--- src/rtl/alu_issue_pkg.sv ---
// alu_pkg: opcodes, FSM states, instruction field positions and op legality helpers for alu_issue
package alu_pkg;
  localparam logic [3:0] OP_ADD = 4'd0;
  localparam logic [3:0] OP_SUB = 4'd1;
  localparam logic [3:0] OP_AND = 4'd2;
  localparam logic [3:0] OP_OR  = 4'd3;
  localparam logic [3:0] OP_NOT = 4'd4;
  localparam logic [3:0] OP_LI  = 4'd5;
  localparam int OP_HI   = 19;
  localparam int OP_LO   = 16;
  localparam int RD_LO   = 14;
  localparam int RS1_LO  = 12;
  localparam int RS2_LO  = 10;
  localparam int ISEL_B  = 9;
  localparam int IMM_LO  = 0;
  typedef enum logic [1:0] {IDLE, ISSUE, WB} state_t;
  function automatic logic is_alu_op(input logic [3:0] op);
    return op <= OP_NOT;
  endfunction
  function automatic logic is_legal(input logic [3:0] op);
    return op <= OP_LI;
  endfunction
endpackage

--- src/rtl/alu_issue_if.sv ---
// alu_issue_if: instruction handshake and write-back report bundle
interface alu_issue_if #(parameter int W = 8);
  logic          instr_valid;
  logic          instr_ready;
  logic [19:0]   instr_data;
  logic          res_valid;
  logic [1:0]    res_rd;
  logic [W-1:0]  res_data;
  modport master (output instr_valid, instr_data, input instr_ready, res_valid, res_rd, res_data);
  modport slave  (input instr_valid, instr_data, output instr_ready, res_valid, res_rd, res_data);
endinterface

--- src/rtl/alu_issue_regfile.sv ---
// alu_regfile: NREG x W register file, two operand reads, debug read, one synchronous write
module alu_regfile #(parameter int NREG = 4, parameter int W = 8) (
  input  logic         clk,
  input  logic         rst_n,
  input  logic         we,
  input  logic [1:0]   wa,
  input  logic [W-1:0] wd,
  input  logic [1:0]   ra,
  input  logic [1:0]   rb,
  input  logic [1:0]   dsel,
  output logic [W-1:0] a_data,
  output logic [W-1:0] b_data,
  output logic [W-1:0] d_data
);
  logic [W-1:0] rf [NREG];
  always_ff @(posedge clk or negedge rst_n)
    if (!rst_n)
      for (int i = 0; i < NREG; i++) rf[i] <= '0;
    else if (we)
      rf[wa] <= wd;
  assign a_data = rf[ra];
  assign b_data = rf[rb];
  assign d_data = rf[dsel];
endmodule

--- src/rtl/alu_issue.sv ---
// alu_issue: issues packed instructions to an external combinational ALU and writes results back.
// Define ALU_ISSUE_FLAGS_EN to add the flag_z/flag_n result flags.
module alu_issue import alu_pkg::*; #(parameter int NREG = 4, parameter int W = 8) (
  input  logic         clk,
  input  logic         rst_n,
  alu_issue_if.slave   bus,
  output logic [W-1:0] alu_a,
  output logic [W-1:0] alu_b,
  output logic [3:0]   alu_mode,
  input  logic [W-1:0] alu_s,
  output logic         err,
  input  logic [1:0]   dbg_sel,
  output logic [W-1:0] dbg_data
`ifdef ALU_ISSUE_FLAGS_EN
  ,
  output logic         flag_z,
  output logic         flag_n
`endif
);
  state_t state, next;
  logic [3:0] op;
  logic [1:0] rd, rs1, rs2, rd_q, wa;
  logic [7:0] imm;
  logic isel, accept, we;
  logic [W-1:0] wd, a_data, b_data;
  assign op   = bus.instr_data[OP_HI:OP_LO];
  assign rd   = bus.instr_data[RD_LO+1:RD_LO];
  assign rs1  = bus.instr_data[RS1_LO+1:RS1_LO];
  assign rs2  = bus.instr_data[RS2_LO+1:RS2_LO];
  assign isel = bus.instr_data[ISEL_B];
  assign imm  = bus.instr_data[IMM_LO+7:IMM_LO];
  assign bus.instr_ready = state == IDLE;
  assign bus.res_valid   = state == WB;
  alu_regfile #(.NREG(NREG), .W(W)) u_rf (
    .clk(clk), .rst_n(rst_n), .we(we), .wa(wa), .wd(wd),
    .ra(rs1), .rb(rs2), .dsel(dbg_sel),
    .a_data(a_data), .b_data(b_data), .d_data(dbg_data)
  );
  always_ff @(posedge clk or negedge rst_n)
    if (!rst_n) state <= IDLE;
    else state <= next;
  // both LI and the ISSUE result land in the rf on the edge that enters WB
  always_comb begin
    accept = bus.instr_valid && state == IDLE;
    next   = state == ISSUE ? WB :
             state == WB ? IDLE :
             !accept ? IDLE :
             is_alu_op(op) ? ISSUE :
             op == OP_LI ? WB : IDLE;
    we = state == ISSUE || (accept && op == OP_LI);
    wa = state == ISSUE ? rd_q : rd;
    wd = state == ISSUE ? alu_s : W'(imm);
  end
  always_ff @(posedge clk or negedge rst_n)
    if (!rst_n) begin
      alu_a    <= '0;
      alu_b    <= '0;
      alu_mode <= '0;
      rd_q     <= '0;
      bus.res_rd   <= '0;
      bus.res_data <= '0;
      err      <= 1'b0;
    end else begin
      if (accept && is_alu_op(op)) begin
        alu_a    <= a_data;
        alu_b    <= isel ? W'(imm) : b_data;
        alu_mode <= op;
        rd_q     <= rd;
      end
      if (we) begin
        bus.res_rd   <= wa;
        bus.res_data <= wd;
      end
      if (accept && !is_legal(op)) err <= 1'b1;
    end
`ifdef ALU_ISSUE_FLAGS_EN
  always_ff @(posedge clk or negedge rst_n)
    if (!rst_n) begin
      flag_z <= 1'b0;
      flag_n <= 1'b0;
    end else if (we) begin
      flag_z <= wd == '0;
      flag_n <= wd[W-1];
    end
`endif
endmodule

--- src/flat_wrapper.sv ---
// flat-port wrapper written by rule: the top's interface ports become plain ports
module alu_issue_flat import alu_pkg::*;
#(parameter int NREG = 4, parameter int W = 8)
  (clk, rst_n, alu_a, alu_b, alu_mode, alu_s, err, dbg_sel, dbg_data, bus_instr_valid, bus_instr_data, bus_instr_ready, bus_res_valid, bus_res_rd, bus_res_data);
  alu_issue_if #(.W(W)) bus_i ();
  input  logic clk;
  input  logic rst_n;
  output logic [W-1:0] alu_a;
  output logic [W-1:0] alu_b;
  output logic [3:0] alu_mode;
  input  logic [W-1:0] alu_s;
  output logic err;
  input  logic [1:0] dbg_sel;
  output logic [W-1:0] dbg_data;
  input wire logic [$bits(bus_i.instr_valid)-1:0] bus_instr_valid;
  input wire logic [$bits(bus_i.instr_data)-1:0] bus_instr_data;
  output wire logic [$bits(bus_i.instr_ready)-1:0] bus_instr_ready;
  output wire logic [$bits(bus_i.res_valid)-1:0] bus_res_valid;
  output wire logic [$bits(bus_i.res_rd)-1:0] bus_res_rd;
  output wire logic [$bits(bus_i.res_data)-1:0] bus_res_data;
  assign bus_i.instr_valid = bus_instr_valid;
  assign bus_i.instr_data = bus_instr_data;
  assign bus_instr_ready = bus_i.instr_ready;
  assign bus_res_valid = bus_i.res_valid;
  assign bus_res_rd = bus_i.res_rd;
  assign bus_res_data = bus_i.res_data;
  alu_issue #(.NREG(NREG), .W(W)) u_core (.clk(clk), .rst_n(rst_n), .bus(bus_i), .alu_a(alu_a), .alu_b(alu_b), .alu_mode(alu_mode), .alu_s(alu_s), .err(err), .dbg_sel(dbg_sel), .dbg_data(dbg_data));
endmodule
--- config.mk ---
export PLATFORM = sky130hd
export DESIGN_NAME = alu_issue_flat
export DESIGN_NICKNAME = d
export VERILOG_FILES = /design/src/rtl/alu_issue_pkg.sv /design/src/rtl/alu_issue_if.sv /design/src/rtl/alu_issue_regfile.sv /design/src/rtl/alu_issue.sv /design/src/flat_wrapper.sv
export SDC_FILE = /design/constraint.sdc
export NUM_CORES = 1
export LEC_CHECK = 0
export ABC_AREA = 1
export CAP_MARGIN = 0
export CORE_ASPECT_RATIO = 1.1
export CORE_UTILIZATION = 28
export DETAILED_ROUTE_END_ITERATION = 8
export SYNTH_ARGS = -nofsm -noshare
export SYNTH_HDL_FRONTEND = slang
export SYNTH_SLANG_ARGS = --single-unit
--- constraint.sdc ---
create_clock -name clk -period 1.5 [get_ports clk]
set_input_delay 0.225 -clock clk [delete_from_list [all_inputs] [get_ports clk]]
set_output_delay 0.225 -clock clk [all_outputs]
set_load 0.03 [all_outputs]
[Word level (Yosys, flattened, before mapping)]
Cells that the tools add are included.
Word-level totals
  flip-flop bits (word level): 67
  logic and storage cells: 54
Operators by class
  magnitude comparators: 7
  eq/ne operators: 3
  mux-type cells: 20
  bitwise logic cells: 4
  reduce and logical (&&, ||, !) cells: 8
Operator list (number)
  $mux 8: 9
  $bmux 8 s2: 3
  $bwmux 32: 1
  $demux 8 s2: 1
  $ge 3x3->1 const B: 4
  $mux 2: 6
  $not 2->3: 4
  $le 4x3->1 const B: 2
  $logic_and 1x1->1: 5
  $eq 4x3->1 const B: 1
  $lt 3x1->1 const B: 1
  $eq 2x1->1 const B: 1
  $eq 2x2->1 const B: 1
  $logic_not 2->1: 1
  $logic_not 1->1: 1
  $logic_or 1x1->1: 1

[Logic depth before layout (Yosys ltp)]
Gate-level depths: netlist (run 1).
  depth in word-level cells: 8
  depth in mapped cells: 9
  gate-level depth less buffers: 8

[Cells and area by module]
Synthesis (run 1) repeated with hierarchy kept, for this count alone.
Unflattened totals
  cells, all modules: 580
  area, all modules: 4015.1 sq um
By module, submodules not included
  alu_regfile: instances 1, cells each 359, area each 2316.0 sq um, seq. area each 800.8 sq um
  alu_issue: instances 1, cells each 221, area each 1699.1 sq um, seq. area each 875.8 sq um

[Least setup slack after synthesis (run 1)]
No wires, ideal clock.
  path kind: in2out
  from: input dbg_sel[0]
  to: output dbg_data[3]
  arrival time: 1195 ps
  setup slack: 80 ps
  stages: 4
  path buffers: 1
  cells stage by stage: inv_1 -> clkbuf_1 -> o21ai_0 -> o22ai_1
Between the ends
  longest elaborated chain between the ends: 4
Ends and longest elaborated chain
  from (decl): line flat_wrapper.sv:13  | input logic [1:0] dbg_sel;
  $not 2->3 (implied by the code): line alu_issue_regfile.sv:23  | assign d_data = rf[dsel];
  $bmux 8 s2: line alu_issue_regfile.sv:23
  $mux 8 (implied by the code) (2 in a row): line alu_issue_regfile.sv:23
  to (decl): line flat_wrapper.sv:14  | output logic [W-1:0] dbg_data;
No other way between the ends. The select of a mux whose other input is x is not followed.

[Final worst setup path (run 1)]
  from: register u_core.u_rf.rf[28] (netlist name)
  to: output dbg_data[4]
Between the ends
  longest elaborated chain between the ends: 3
Ends and longest elaborated chain
  from (decl): line alu_issue_regfile.sv:15  | logic [W-1:0] rf [NREG];
  from (signal, indexed assignment): line alu_issue_regfile.sv:20  | rf[wa] <= wd;
  $bmux 8 s2: line alu_issue_regfile.sv:23
  $mux 8 (implied by the code) (2 in a row): line alu_issue_regfile.sv:23
No other way between the ends. The select of a mux whose other input is x is not followed.

==> results of run 1 <==
-- timing repair --
action / in CTS / in global routing
gates resized for setup: 58 / 15
endpoints found under the setup margin: 39 / 42
setup buffers: 3 / 5
gates cloned: 0 / 1
pin swaps: 1 / 4
hold buffers: 1 / 0
endpoints found under the hold margin: 10 / 0
-- sequential cells by signal (all words and copies together) (netlist names) --
name,cells
u_core.alu_mode,4
u_core.err,1
u_core.bus.res_data,8
u_core.u_rf.rf,32
u_core.state,2
u_core.bus.res_rd,2
u_core.rd_q,2
u_core.alu_a,8
u_core.alu_b,8
-- layout make-up --
cell class                      count  area [um^2]  area share [%]
Sequential cell                    67         1683           30.98
Clock inverter                      5        85.08           1.566
Tap cell                          157        196.4           3.617
Clock buffer                       11        242.7           4.469
Timing Repair Buffer              124         1260           23.20
Inverter                           20        80.08           1.474
Multi-Input combinational cell    412         1884           34.69
-- power by group through the flow --
| stage | registers (mW) | logic, mW | clock network (mW) |
|---|---|---|---|
| after floorplan | 3.19 | 1.15 | 0 |
| after global placement | 2.97 | 2.88 | 0 |
| after detailed placement | 2.97 | 2.91 | 0 |
| after CTS | 2.93 | 2.90 | 2.36 |
| after global routing | 3.03 | 3.25 | 2.45 |
| final | 2.96 | 2.96 | 2.33 |
-- final timing paths --
path                                                 from                        endpoint  slack, ns  depth (start not counted)
setup / recovery           u_core.u_rf.rf[28]$_DFFE_PN0P_                     dbg_data[4]       0.03                          3
hold / removal                                      rst_n     u_core.alu_a[2]$_DFFE_PN0P_       0.34                          2
setup reg to reg                u_core.state[0]$_DFF_PN0_  u_core.u_rf.rf[14]$_DFFE_PN0P_       0.09                          7
hold reg to reg               u_core.alu_a[2]$_DFFE_PN0P_     u_core.alu_a[2]$_DFFE_PN0P_       0.47                          2
max in group asynchronous                           rst_n     u_core.alu_b[5]$_DFFE_PN0P_       0.68                          3
min in group clk              u_core.alu_a[2]$_DFFE_PN0P_     u_core.alu_a[2]$_DFFE_PN0P_       0.47                          2
-- per-stage QoR --
| stage | power, mW | area (um^2) | cells | utilization [%] |
|---|---|---|---|---|
| floorplan | 4.343 | 3699 | 523 | - |
| global placement | 5.847 | 4951 | 770 | 38.83 |
| detailed placement | 5.883 | 4951 | 770 | 38.83 |
| CTS | 8.201 | 5325 | 790 | 41.76 |
| global route | 8.723 | 5431 | 796 | 42.60 |
| finish | 8.259 | 5431 | 796 | 42.60 |
-- kinds of logic (layout without fill, tap and decap cells) --
kind of cell / Yosys count / in the layout / synth area share (%)
buffers and inverters: 44 / 160 / 6.157
flip-flops: 67 / 67 / 45.33
AO/OA/AOI/OAI: 63 / 63 / 8.863
AND/OR/NAND/NOR: 349 / 349 / 39.65
-- placed cells by master (no fill, tap or decap), drive strengths merged --
| master | count |
|---|---|
| nand3 | 70 |
| nor2 | 80 |
| clkdlybuf4s50 | 28 |
| clkinv | 1 |
| bufinv | 2 |
| dlygate4sd3 | 1 |
| nand3b | 1 |
| dfrtp | 67 |
| o22ai | 8 |
| o21bai | 1 |
| clkbuf | 12 |
| dlygate4sd2 | 33 |
| nand2 | 198 |
| buf | 61 |
| clkinvlp | 1 |
| inv | 21 |
| o21ai | 46 |
| a21oi | 8 |
-- per-layer routing --
metal	wire, um	vias to the layer above	global-route usage, %
li1	-	1916	-
met4	261	0	6.926
met2	5742	128	31.99
met5	0	-	0
met1	5539	1764	24.38
met3	735	20	3.901
==> metrics.md, run 1 <==
| Metric | Value |
|---|---|
| Failing checks | `DRC` |
| Top cells by area, synth | `dfrtp_1 (45%), nand2_1 (19%), nand3_1 (9.5%), nor2_1 (7.6%), o21ai_0 (6.0%)` |
| Cts bufs inserted | `9` |
| Slowest CP cell | `dfrtp_1` |
| Largest net degree at the start of global routing | `25` |
| Clock Skew | `roughly 0.0083 ns` |
| Detailed-route via count | `3,828` |
| CP Capture Type | `primary output` |
| Share of layout cells above drive strength 1 | `18.00%` |
| Sequential power share | `a little over a third` |
| Tmin final | `1.466 ns` |
| WL/cell | `15.43 um` |
| Critical path class | `reg -> out` |
| Final worst setup slack | `about 0.034 ns` |
| Period utilisation layout | `97.74%` |
| Yosys top cell by area | `dfrtp_1` |
| Synth top area share | `a little under half` |
| Mapped Avg Cell Area | `roughly 7.1 um^2` |
| Clk_lat worst skew | `0.34 ns` |
| Synthesized Nets | `556` |
| Die area | `0.01367 mm^2` |
| Clock Power Share | `between 20% and 30%` |
| Chip width | `~110 um` |
| Leak | `2.764 nW` |
| FFs w/ async S/R, synth | `100.0%` |
| CORE AREA | `between 0.01 and 0.015 mm^2` |
| Area Overhead vs Synth | `46.85%` |
| Dpl ws | `-0.3206 ns` |
| Number of port buffers | `72` |
| Final nets | `667` |
| Sum of negative setup slack | `0 ns` |
| #FFs+latches synth | `between 60 and 70` |
| Floorplan row count | `43` |
| Worst min path class | `in -> async` |
| GRT overflow | `0` |
| Drt first-iter violations | `slightly above 300` |
| Post-Route WL | `12,280 um` |
| Final setup viols | `0` |
| Critical Path RT | `approximately 1.3 ns` |
| Routability-driven placement congestion ratio | `a little under 0.9` |
| Max clock buf depth | `2` |
| Initial antenna violation count | `0` |
| Clock Sink Count | `67` |
| First-pass GRT wire length | `about 20,000 um` |
| Power density cells | `about 1500 mW/mm^2` |
| Drt drc | `11` |
| Number of synthesized flops with an enable pin | `0` |
| Fmax | `about 680 MHz` |
| Antenna Cells | `0` |
| DP Wirelength | `9222 um` |
| Switching power | `roughly 3.1 mW` |
| Vias in the first global route | `about 3.8k` |
| Sw frac | `between 30% and 40%` |
| CP max FO | `4` |
| CP startpoint kind | `flip-flop` |
| Antenna viol nets, final | `0` |
| Ys flop type | `dfrtp_1` |
| Synth unique cells | `21` |
| GRT Util Overall | `19.06%` |
| CP bufs+invs | `1` |
| Final hold vios | `0` |
| Die height | `about 120 um` |
| CP peak stage delay | `around 0.42 ns` |
| Fillers | `approximately 1.3k` |
| Reg clk slew, reported paths | `~0.060 ns` |
| Slew Limit Fails | `0` |
| Vias per Instance | `around 4.8` |
| Initial Utilization | `29.01%` |
| Worst Hold Slack | `0.3354 ns` |
| Root Buffer | `clkbuf_16` |
| Ports | `74` |
| Cell family with most CP delay | `flip-flops` |
| Max-Slew Margin vs Limit | `between 60% and 70%` |
| YS warnings | `0` |
| Worst path cell trace | `nor2_1 -> o22ai_2 -> buf_12` |
| Seq/Total Area, Yosys | `45.33%` |
| Number of H-tree levels | `3` |
| TritonCTS clock tree | `yes` |
| Post-synthesis cell area | `0.003699 mm^2` |
| Most frequent cell after synthesis | `nand2_1` |
| Worst vdd ir | `~0.6 mV` |
| Outcome | `complete, but fails checks` |
| Combinational share of power | `a little over a third` |
| Internal power | `about 5.1 mW` |
| Slew @ Worst Pin | `roughly 0.46 ns` |
| Critical Path AT | `between 1 and 1.5 ns` |
| Syn Inst Count | `~520` |
| RSZ-0062 raised after global routing | `true` |
| Max Cap Viol | `0` |
| Synth cell count leaders | `nand2_1 (189), nor2_1 (75), nand3_1 (70), dfrtp_1 (67), o21ai_0 (44)` |
| Pre-antenna DRT Iters | `9` |
No activity file was read; power rests on OpenSTA's default activity.
==> inputs of run 2 (changes only) <==
Settings changed: CELL_PAD_IN_SITES_DETAIL_PLACEMENT from default to 1, CELL_PAD_IN_SITES_GLOBAL_PLACEMENT from default to 2, PLACE_DENSITY_LB_ADDON from default to 0.1.
==> metrics.md, run 2 (synthesis results as in run 1) <==
| Metric | Value |
|---|---|
| Tmin final | `around 1.5 ns` |
| Clock Skew | `0.009825 ns` |
| Worst path cell trace | `o21ai_1 -> o22ai_1 -> bufbuf_16` |
| Chip width | `around 110 um` |
| Floorplan row count | `43` |
| Slowest CP cell | `dfrtp_2` |
| Leak | `~2.8 nW` |
| Detailed-route via count | `approximately 4.0k` |
| Max Cap Viol | `0` |
| Clock Sink Count | `67` |
| Antenna Cells | `0` |
| Worst Hold Slack | `between 0.3 and 0.4 ns` |
| Share of layout cells above drive strength 1 | `between 20% and 30%` |
| DP Wirelength | `around 10,000 um` |
| Antenna viol nets, final | `0` |
| R2r worst-path depth | `7` |
| RSZ-0062 raised after global routing | `true` |
| Period utilisation layout | `101.3%` |
| Drt first-iter violations | `a little over 200` |
| Die area | `roughly 0.014 mm^2` |
| Root Buffer | `clkbuf_16` |
| GRT Util Overall | `~23%` |
| Fmax | `roughly 660 MHz` |
| Critical Path RT | `between 1 and 1.5 ns` |
| Most frequent cells in the layout | `nand2_1 (184), nor2_1 (75), nand3_1 (68)` |
| Drt drc | `4` |
| Largest net degree at the start of global routing | `27` |
| Slew Limit Fails | `0` |
| Commonest non-fill, non-tap cell in the layout | `nand2_1` |
| Ports | `74` |
| Power density cells | `1514 mW/mm^2` |
| Clk_lat worst skew | `around 0.34 ns` |
| Pre-antenna DRT Iters | `6` |
| CP startpoint kind | `flip-flop` |
| Area Overhead vs Synth | `48.41%` |
| R2R Setup Slk | `about 0.060 ns` |
| Vias per Instance | `roughly 5.0` |
| First-pass GRT wire length | `between 20,000 and 25,000 um` |
| Worst min path class | `in -> async` |
| Max-Slew Margin vs Limit | `67.37%` |
| Final hold vios | `0` |
| Critical R2R Capture | `u_core.u_rf.rf[3]$_DFFE_PN0P_` |
| Most flop-heavy register | `u_core.u_rf.rf` |
| Critical R2R Launch | `u_core.state[1]$_DFF_PN0_` |
| GRT overflow | `0` |
| Max clock buf depth | `2` |
| Final setup viols | `1` |
| CORE AREA | `between 0.01 and 0.015 mm^2` |
| Number of port buffers | `72` |
| Critical path class | `reg -> out` |
| Final worst setup slack | `-0.01891 ns` |
| Slew @ Worst Pin | `just under 0.5 ns` |
| Sum of negative setup slack | `-0.01891 ns` |
| Initial antenna violation count | `0` |
| Max FFs per register | `32` |
| Routability-driven placement congestion ratio | `0.8269` |
| Die height | `between 100 and 150 um` |
| Post-DP Area | `0.004913 mm^2` |
| Critical Path AT | `roughly 1.3 ns` |
| Cts bufs inserted | `9` |
| Reg clk slew, reported paths | `0.06 ns` |
| WL/cell | `between 15 and 20 um` |
| Final std cell area, no fill | `roughly 0.0055 mm^2` |
| Worst vdd ir | `roughly 0.51 mV` |
| Outcome | `complete, but fails checks` |
| Vias in the first global route | `between 4k and 5k` |
| Number of H-tree levels | `3` |
| CP max FO | `4` |
| TritonCTS clock tree | `yes` |
| CP peak stage delay | `approximately 0.45 ns` |
| Initial Utilization | `between 20 and 30%` |
| CP Capture Type | `primary output` |
| Final nets | `675` |
| Post-Route WL | `approximately 15,000 um` |
| Failing checks | `DRC, setup timing` |
run 2: per-stage QoR:
| stage | power (mW) | setup slack, ns | util (%) | instances |
|---|---|---|---|---|
| after floorplan | 4.343 | 0.08042 | - | 523 |
| after global placement | 5.875 | -0.2332 | 38.53 | 770 |
| after global routing | 8.727 | -0.04204 | 43.05 | 804 |
| after detailed placement | 5.936 | -0.2342 | 38.53 | 770 |
| after CTS | 8.215 | -0.1001 | 41.38 | 795 |
| final | 8.311 | -0.01891 | 43.05 | 804 |
run 2: layout make-up:
cell class	instances	area, um^2
Multi-Input combinational cell	412	1873
Clock inverter	3	46.29
Timing Repair Buffer	132	1319
Clock buffer	13	260.3
Inverter	20	82.58
Sequential cell	67	1712
Fill cell	1578	7262
Tap cell	157	196.4
run 2: critical path: cells and delay by family, from the launching register on:
kind	cells	cell delay, ns
flops	1	0.45
compound gates	2	0.22
buf+inv	1	0.27
run 2: where the power goes:
| part | switching (mW) | total, mW | internal (mW) | leakage, nW |
|---|---|---|---|---|
| registers | 0.731 | 3.15 | 2.42 | 0.800 |
| clock network | 0.815 | 2.20 | 1.38 | 0.146 |
| logic | 1.75 | 2.96 | 1.21 | 1.82 |
| total | 3.29 | 8.31 | 5.02 | 2.76 |
run 2: how the worst max path moves through the flow:
stage,startpoint,endpoint,slack [ns],cells after the start
after global placement,dbg_sel[1],dbg_data[2],-0.23,5
after floorplan,dbg_sel[0],dbg_data[3],0.08,4
after CTS,u_core.u_rf.rf[10]$_DFFE_PN0P_,dbg_data[2],-0.10,3
after detailed placement,dbg_sel[1],dbg_data[2],-0.23,5
final,u_core.u_rf.rf[18]$_DFFE_PN0P_,dbg_data[2],-0.02,3
after global routing,u_core.u_rf.rf[18]$_DFFE_PN0P_,dbg_data[2],-0.04,3
run 2: layer usage:
metal,GRT usage [%],up-vias,wire (um)
li1,-,1919,-
met5,0,-,0
met3,3.012,27,624
met4,8.953,0,420
met1,28.10,1965,6441
met2,39.77,104,7183
run 2: what timing repair did:
item                       CTS  global route
hold endpoints to repair    16             0
setup buffers                8             7
gates resized for setup     55            45
setup endpoints to repair   64            70
hold buffers                 1             0
cloned                       0             2
pin swaps                    5             7
==> inputs of run 3 (changes only) <==
Settings changed: GPL_TIMING_DRIVEN from default to 0.
==> metrics.md, run 3 (synthesis results as in run 1) <==
| Metric | Value |
|---|---|
| Outcome | `complete, but fails checks` |
| Failing checks | `DRC` |
| Placed cells | `~750` |
| Largest net degree at the start of global routing | `68` |
| Most flop-heavy register | `u_core.u_rf.rf` |
| RSZ-0062 raised after global routing | `false` |
| Met2 usage | `a little under two fifths` |
| Most frequent cells in the layout | `nand2_1 (184), nor2_1 (74), nand3_1 (70)` |
| Core Util, Final | `39.50%` |
| Worst Hold Slack | `around 0.0085 ns` |
| Clock Skew | `0.009681 ns` |
| Hold-fix buffers, CTS | `0` |
| CP peak stage delay | `between 0.4 and 0.5 ns` |
| Worst min path class | `in -> async` |
| Root Buffer | `clkbuf_16` |
| Final nets | `650` |
| Pre-antenna DRT Iters | `6` |
| Dpl ws | `-1.052 ns` |
| Vias per Instance | `between 4 and 5` |
| Slowest CP cell | `dfrtp_2` |
| Antenna viol nets, final | `0` |
| Critical Path RT | `1.27 ns` |
| Final hold vios | `0` |
| Final non-filler cell total | `a little under 800` |
| Gr busiest metal | `met2` |
| Die height | `roughly 120 um` |
| Final std cell area, no fill | `0.005036 mm^2` |
| CP max FO | `4` |
| CORE AREA | `approximately 0.013 mm^2` |
| GRT overflow | `0` |
| Multi-input gate area | `0.001848 mm^2` |
| Max-Slew Margin vs Limit | `40.92%` |
| Number of port buffers | `68` |
| TritonCTS clock tree | `yes` |
| R2R Setup Slk | `~0.090 ns` |
| Initial Utilization | `29.01%` |
| Final worst setup slack | `roughly 0.032 ns` |
| Fmax | `between 600 and 700 MHz` |
| Floorplan row count | `43` |
| First-pass GRT wire length | `21,900 um` |
| GRT Util Overall | `between 20% and 30%` |
| Antenna Cells | `0` |
| Worst vdd ir | `~0.54 mV` |
| CP startpoint kind | `flip-flop` |
| Period utilisation layout | `a little over nine tenths` |
| Max clock buf depth | `2` |
| Met1 Usage GRT | `between 20% and 30%` |
| Post-Route WL | `around 14,000 um` |
| Tot Pwr | `approximately 7.7 mW` |
| Slew Limit Fails | `0` |
| Ports | `74` |
| Critical path class | `reg -> out` |
| Reg clk slew, reported paths | `0.06 ns` |
| Vias in the first global route | `between 3k and 4k` |
| Drt drc | `5` |
| Met3 usage | `between 3 and 4%` |
| Slew @ Worst Pin | `slightly below 0.9 ns` |
| Die area | `0.01367 mm^2` |
| Number of H-tree levels | `3` |
| Critical Path AT | `between 1 and 1.5 ns` |
| Clk_lat worst skew | `0.34 ns` |
| Cts bufs inserted | `9` |
| Tmin final | `1.468 ns` |
| Share of layout cells above drive strength 1 | `19.29%` |
| Routability-driven placement congestion ratio | `0.8418` |
| Power density cells | `1535 mW/mm^2` |
| Post-DP Area | `0.004573 mm^2` |
| CP Capture Type | `primary output` |
| Critical R2R Launch | `u_core.state[0]$_DFF_PN0_` |
| Clock Sink Count | `67` |
| WL/cell | `roughly 18 um` |
| Drt first-iter violations | `190` |
| Max FFs per register | `32` |
| Area Overhead vs Synth | `36.16%` |
| DP Wirelength | `roughly 10,000 um` |
| Leak | `roughly 2.5 nW` |
| CP bufs+invs | `1` |
| Cell family with most CP delay | `flip-flops` |
| Storage cell area | `between 0.0015 and 0.002 mm^2` |
| Max Cap Viol | `0` |
| Commonest non-fill, non-tap cell in the layout | `nand2_1` |
| Detailed-route via count | `3,819` |
| Sum of negative setup slack | `0 ns` |
| Chip width | `~110 um` |
| Fillers | `around 1.6k` |
| Final setup viols | `0` |
| CP Launch Point | `u_core.u_rf.rf[15]$_DFFE_PN0P_` |
| Initial antenna violation count | `0` |
| Worst path cell trace | `o21ai_1 -> o22ai_2 -> buf_4` |
run 3: changes by cell type in the layout (fill, tap and decap cells not counted), sizes merged:
cell	previous run	this run
clkdlybuf4s50	28	24
clkinv	1	5
bufbuf	1	0
clkinvlp	1	0
clkdlybuf4s15	0	1
dlygate4sd3	1	0
inv	20	21
bufinv	1	0
buf	68	46
dlygate4sd2	33	32
run 3: final timing paths:
check | cells after the start | endpoint
max | 3 | dbg_data[7]
min | 1 | u_core.alu_a[7]$_DFFE_PN0P_
max reg2reg | 9 | u_core.u_rf.rf[10]$_DFFE_PN0P_
min reg2reg | 2 | u_core.alu_a[4]$_DFFE_PN0P_
max in group asynchronous | 1 | u_core.u_rf.rf[8]$_DFFE_PN0P_
min in group clk | 5 | u_core.alu_b[7]$_DFFE_PN0P_
run 3: per-layer routing:
layer  part of all wire [%]  wire, um  up-vias
met3                    3.9       553       20
met2                     48      6770       94
li1                       -         -     1874
met1                     45      6361     1831
met5                      0         0        -
met4                    2.9       411        0
run 3: layout make-up:
type,instances,area share (%)
Sequential cell,67,33.99
Buffer,23,3.727
Multi-Input combinational cell,412,36.70
Tap cell,157,3.901
Timing Repair Buffer,84,14.68
Clock inverter,6,0.8199
Clock buffer,10,4.547
Inverter,20,1.640
run 3: repair_timing:
action / 4_1_cts / 5_1_grt
gates resized for setup: 128 / 42
gates cloned: 0 / 0
endpoints found under the setup margin: 93 / 56
pin swaps: 3 / 5
setup buffers: 7 / 9
run 3: report_power, final:
part	leakage, nW	internal (mW)	total, mW	switching, mW
Sequential	0.800	2.42	3.22	0.799
Combinational	1.60	0.959	2.55	1.59
Clock	0.137	1.12	1.96	0.840
Total	2.54	4.50	7.73	3.23
run 3: worst register-to-register path, stage by stage (launching register included):
cell and delay [ns]:
dfrtp_2 0.45, inv_2 0.07, nand2_2 0.06, nor2_4 0.14, nand2_4 0.09, nand2_4 0.09, buf_12 0.14, buf_8 0.14
nand3_1 0.08, nand2_1 0.08
